===== src/rtl/irq_pkg.sv =====
// Shared constants and FSM state type for the pending-interrupt controller.
package irq_pkg;

    localparam int NUM_CH = 4;
    localparam int ID_W   = 2;
    localparam int CNT_W  = 8;

    typedef enum logic [1:0] {
        IDLE  = 2'd0,
        OFFER = 2'd1,
        GAP   = 2'd2
    } irq_state_t;

endpackage


===== src/rtl/req_capture.sv =====
// Request capture: registers raw requests and maintains the pending and overrun vectors.
// IRQ_EDGE_EN selects rising-edge capture with overrun detection; otherwise level capture.
module req_capture
    import irq_pkg::*;
(
    input  logic              clk,
    input  logic              rst_n,
    input  logic [NUM_CH-1:0] req,
    input  logic [NUM_CH-1:0] clr,
    input  logic              clr_ovf,
    output logic [NUM_CH-1:0] pend,
    output logic [NUM_CH-1:0] ovf
);

    logic [NUM_CH-1:0] set_ev;
    logic [NUM_CH-1:0] ovf_set;

`ifdef IRQ_EDGE_EN
    logic [NUM_CH-1:0] req_q;

    always_ff @(posedge clk or negedge rst_n) begin
        if (!rst_n) begin
            req_q <= '0;
        end else begin
            req_q <= req;
        end
    end

    assign set_ev  = req & ~req_q;
    // A fresh edge on an already-pending channel that is not being served is lost.
    assign ovf_set = set_ev & pend & ~clr;
`else
    assign set_ev  = req;
    assign ovf_set = '0;
`endif

    // Set wins over clear; a new overrun wins over clr_ovf.
    always_ff @(posedge clk or negedge rst_n) begin
        if (!rst_n) begin
            pend <= '0;
            ovf  <= '0;
        end else begin
            pend <= set_ev | (pend & ~clr);
            ovf  <= ovf_set | (clr_ovf ? '0 : ovf);
        end
    end

endmodule


===== src/rtl/irq_pending_ctrl.sv =====
// Pending-request hand-off stage around an external 4-to-2 priority encoder.
// Optional macro IRQ_EDGE_EN switches request capture from level to rising edge.
module irq_pending_ctrl
    import irq_pkg::*;
#(
    parameter int TIMEOUT = 15
) (
    input  logic              clk,
    input  logic              rst_n,
    input  logic [NUM_CH-1:0] req,
    output logic [NUM_CH-1:0] pend,
    input  logic [ID_W-1:0]   enc_b,
    input  logic              enc_v,
    output logic              irq_valid,
    output logic [ID_W-1:0]   irq_id,
    input  logic              irq_ready,
    output logic [NUM_CH-1:0] ovf,
    input  logic              clr_ovf,
    output logic              timeout
);

    localparam logic [CNT_W-1:0] TO_LAST = CNT_W'(TIMEOUT - 1);

    // Handshake: an offer (irq_valid=1) holds irq_id stable until irq_ready is seen
    // high on a rising edge; that edge is the accept and the offer drops the next cycle.
    irq_state_t        state, state_nxt;
    logic [CNT_W-1:0]  cnt, cnt_nxt;
    logic [ID_W-1:0]   id_q, id_nxt;
    logic              accept;
    logic [NUM_CH-1:0] clr_vec;

    req_capture u_req_capture (
        .clk     (clk),
        .rst_n   (rst_n),
        .req     (req),
        .clr     (clr_vec),
        .clr_ovf (clr_ovf),
        .pend    (pend),
        .ovf     (ovf)
    );

    assign clr_vec = accept ? (NUM_CH'(1) << id_q) : '0;
    assign irq_id  = id_q;

    always_ff @(posedge clk or negedge rst_n) begin
        if (!rst_n) begin
            state <= IDLE;
            cnt   <= '0;
            id_q  <= '0;
        end else begin
            state <= state_nxt;
            cnt   <= cnt_nxt;
            id_q  <= id_nxt;
        end
    end

    always_comb begin
        state_nxt = state;
        cnt_nxt   = cnt;
        id_nxt    = id_q;
        irq_valid = 1'b0;
        timeout   = 1'b0;
        accept    = 1'b0;
        case (state)
            IDLE: begin
                cnt_nxt = '0;
                if (enc_v) begin
                    id_nxt    = enc_b;
                    state_nxt = OFFER;
                end
            end
            OFFER: begin
                irq_valid = 1'b1;
                if (irq_ready) begin
                    accept    = 1'b1;
                    cnt_nxt   = '0;
                    state_nxt = GAP;
                end else if (TIMEOUT != 0 && cnt == TO_LAST) begin
                    // Withdraw without touching pend so the channel is offered again.
                    timeout   = 1'b1;
                    cnt_nxt   = '0;
                    state_nxt = GAP;
                end else begin
                    cnt_nxt = cnt + CNT_W'(1);
                end
            end
            GAP: begin
                state_nxt = IDLE;
            end
            default: begin
                state_nxt = IDLE;
            end
        endcase
    end

endmodule


===== config.mk =====
export PLATFORM = sky130hd
export DESIGN_NAME = irq_pending_ctrl
export DESIGN_NICKNAME = d
export VERILOG_FILES = /design/src/rtl/irq_pkg.sv /design/src/rtl/req_capture.sv /design/src/rtl/irq_pending_ctrl.sv
export SDC_FILE = /design/constraint.sdc
export NUM_CORES = 1
export LEC_CHECK = 0
export CORE_MARGIN = 5
export CORE_UTILIZATION = 38
export CTS_CLUSTER_SIZE = 25
export DETAILED_ROUTE_END_ITERATION = 10
export GPL_TIMING_DRIVEN = 0
export PLACE_DENSITY = 0.68
export SETUP_SLACK_MARGIN = 0.4
export SYNTH_ARGS = -nofsm -noshare
export SYNTH_HDL_FRONTEND = slang
export SYNTH_HIERARCHICAL = 1
export SYNTH_SLANG_ARGS = --single-unit

===== constraint.sdc =====
create_clock -name clk -period 1.92 [get_ports clk]
set_input_delay 0.192 -clock clk [delete_from_list [all_inputs] [get_ports clk]]
set_output_delay 0.192 -clock clk [all_outputs]
set_load 0.01 [all_outputs]

==> results.json <==
{
  "final_area_mm2": 0.00113,
  "grt_pass1_vias": 649,
  "io_buffers": 17,
  "setup_violations": 0,
  "fin_skew_ns": 0.00262,
  "ir_drop_v": 0.000408,
  "fill_cells": 201,
  "worstSetupEndpoint": "timeout",
  "drive_gt1_frac": 0.232,
  "drt_iter0_drc": 13,
  "grt_usage": 0.121,
  "dpl_cell_area_mm2": 0.00105,
  "wl_um": 1690,
  "hold_buffers": 0,
  "drt_pass1_iterations": 3,
  "gp_congestion": 0.825,
  "startpoint_type": "register",
  "ys_types": 27,
  "rsz0062_at_grt": "yes",
  "clk_path_buf_depth": 2,
  "hold_viol": 0,
  "clk_latency_ns": 0.29,
  "dr_total_vias": 670,
  "netlist_area_um2": 832,
  "die_h_um": 56.8,
  "nNetsFinal": 126,
  "ant_nets": 0,
  "r2r_end": "cnt[4]",
  "synthMuxAreaShare": 0.0271,
  "p_per_area_mw_per_mm2": 965,
  "via_per_inst": 4.79,
  "grt_pass1_wl_um": 3010,
  "synth_top_family_by_area": "simple AND/OR/NAND/NOR gates",
  "yosys.area_share.xor_xnor": 0.0105,
  "fin_setup_tns_ns": 0,
  "rows": 17,
  "holdCritPathClass": "in2async",
  "p_leak_nw": 0.476,
  "synth_seq_cells": 16,
  "worst_slack_ns": 0.281,
  "run_status": "complete, no violations",
  "finalCriticalPeriod_ns": 1.64,
  "clock_sinks": 16,
  "arrival_ns": 1.45,
  "max_freq_ghz": 0.610,
  "pin_count": 23,
  "core-area_mm2": 0.00215,
  "synth_edf_count": 0,
  "grt_overflow": 0,
  "synth_compound_area_frac": 0.161,
  "diodes": 0,
  "endpoint_kind": "output port",
  "wl_per_cell_um": 12.1,
  "grt_max_degree": 17,
  "cts_buffers": 3,
  "worst_path_largest_cell_delay_ns": 0.39,
  "fin_crit_sh": 0.853,
  "antenna_found_initial": 0,
  "synth_warnings": 6,
  "reg2reg_depth": 7,
  "yosys.area_share.simple": 0.191,
  "root_buffer": "clkbuf_4",
  "dp.cells": 131,
  "r2r-start": "cnt[0]",
  "cts_htree_levels": 1,
  "maxSlewHeadroom": 0.519,
  "cp_slowest_cell": "dfrtp_1",
  "total_power_mw": 1.09,
  "clkTransAtPathRegs_ns": 0.10,
  "crit_chain": "inv_1 > ha_1 > and4b_4 > nand2_1 > nor3_1 > buf_2",
  "die_width_um": 56.8,
  "syn_inst": 83,
  "async_reset_ff_frac": 1.00,
  "die_area_mm2": 0.00323,
  "cts_tree": "yes",
  "dp.final_hpwl_um": 1250,
  "start_util": 0.387,
  "crit_fanout": 3,
  "critPathKind": "reg2out",
  "max_cap_violations": 0,
  "maxSlewViolCount": 0,
  "max_slew.worst_pin.slew_ns": 0.719,
  "synthFlopType": "dfrtp_1",
  "post-route-drc-count": 0,
  "ys_seq_area_frac": 0.481,
  "pre_cts_slack_ns": 0.0704,
  "layoutNonFillerInstCount": 140,
  "avgSynthCellArea_um2": 10.0,
  "crit_start": "cnt[0]",
  "synth_adder_area_share": 0.0301,
  "syn2layout_area_growth_pct": 36.1,
  "r2r_slack_ns": 0.36,
  "crit_required_ns": 1.73
}
## worst max-delay path: cells and delay by family, from the launching register on
kind / cells / cell delay [ns]
simple gates: 3 / 0.41
fa+ha+maj: 1 / 0.14
flops: 1 / 0.39
buf+inv: 2 / 0.22
## area by class of cell
class | instances | area, um2 | area share
inverters | 7 | 26.3 | 0.0232
well taps | 28 | 35.0 | 0.0309
multi-input cells | 57 | 377 | 0.333
plain buffers | 6 | 52.6 | 0.0464
clock buffers | 4 | 36.3 | 0.0320
repair buffers | 22 | 203 | 0.179
flip-flops and latches | 16 | 403 | 0.356
## routing by layer
layer / track usage / wire length, um
met1: 0.143 / 721
met4: 0.0695 / 21
met2: 0.200 / 889
met5: 0 / 0
met3: 0.0253 / 58
## how the worst min path moves through the flow
stage	slack, ns	cells past startpoint	startpoint	end
global route	0.39	1	rst_n	cnt[5]
finish	0.33	1	rst_n	u_req_capture/pend[1]
floorplan	-0.10	0	rst_n	cnt[0]
global placement	0.46	1	u_req_capture/pend[3]	u_req_capture/pend[3]
detailed placement	0.47	1	u_req_capture/pend[1]	u_req_capture/pend[1]
CTS	0.34	1	rst_n	cnt[5]
## cells in the mapped netlist, drive strengths merged, types with 2 or more instances
master  instances  area (um2)
a21o            4        30.0
nand3           3        15.0
o21ai           4        20.0
a31oi           4        25.0
ha              2        25.0
nor2            2        7.51
mux2            2        22.5
buf             6        52.6
a21oi           2        10.0
nand2b          3        18.8
nand2           9        33.8
nor3b           3        22.5
dfrtp          16         400
a41oi           2        17.5
nor3            4        20.0
inv             7        26.3
## logic make-up (layout without fill, tap and decap cells)
logic type	after synthesis	in the layout
fa+ha+maj	2	2
compound gates	19	19
xor+xnor	1	1
simple gates	29	29
flops	16	16
mux	2	2
buf+inv	13	39
other cells	1	4
## where the power goes
part	internal [mW]	leakage [nW]	switching (mW)	total [mW]
clock network	0.115	0.0210	0.109	0.224
registers	0.405	0.194	0.0559	0.461
logic	0.221	0.262	0.187	0.408
## state kept, by name (all words and copies together), names as in the netlist
register            cells
state                   2
irq_id                  2
u_req_capture/pend      4
cnt                     8
## placed cells by master (no fill, tap or decap)
cell type | netlist | routed
clkdlybuf4s50_1 | 0 | 15
dfrtp_1 | 16 | 14
nand2_1 | 9 | 9
buf_4 | 4 | 9
inv_1 | 7 | 7
a31oi_1 | 4 | 4
a21o_1 | 4 | 4
conb_1 | 1 | 4
nor3_1 | 4 | 3
o21ai_0 | 4 | 3
nand3_1 | 3 | 3
clkbuf_4 | 0 | 3
nor3b_1 | 3 | 2
buf_6 | 2 | 2
nor2_1 | 2 | 2
mux2_2 | 2 | 2
nand2b_1 | 3 | 2
a21oi_1 | 2 | 2
a41oi_1 | 2 | 2
ha_1 | 2 | 2
dfrtp_2 | 0 | 2
nand2b_2 | 0 | 1
nor3b_2 | 0 | 1
and4_1 | 1 | 1
and4b_4 | 1 | 1
nor3_2 | 0 | 1
a211oi_2 | 1 | 1
nor2b_1 | 1 | 1
a211o_2 | 1 | 1
o21ai_1 | 0 | 1
a22o_1 | 1 | 1
or2_1 | 1 | 1
xnor2_1 | 1 | 1
and3_1 | 1 | 1
clkbuf_8 | 0 | 1
clkdlybuf4s15_1 | 0 | 1
buf_2 | 0 | 1
## timing repair
action,in CTS,in global routing
cloned,0,0
buffers inserted,5,0
setup endpoints to repair,7,12
pin swaps,1,0
resized for setup,8,5
## per-stage QoR
step / hold slack [ns] / utilization
6_report: 0.326 / 0.527
3_5_place_dp: 0.466 / 0.488
4_1_cts: 0.337 / 0.523
3_3_place_gp: 0.458 / 0.488
5_1_grt: 0.390 / 0.527
2_1_floorplan: -0.104 / -
Note: power is estimated with default switching activity, not from simulation.
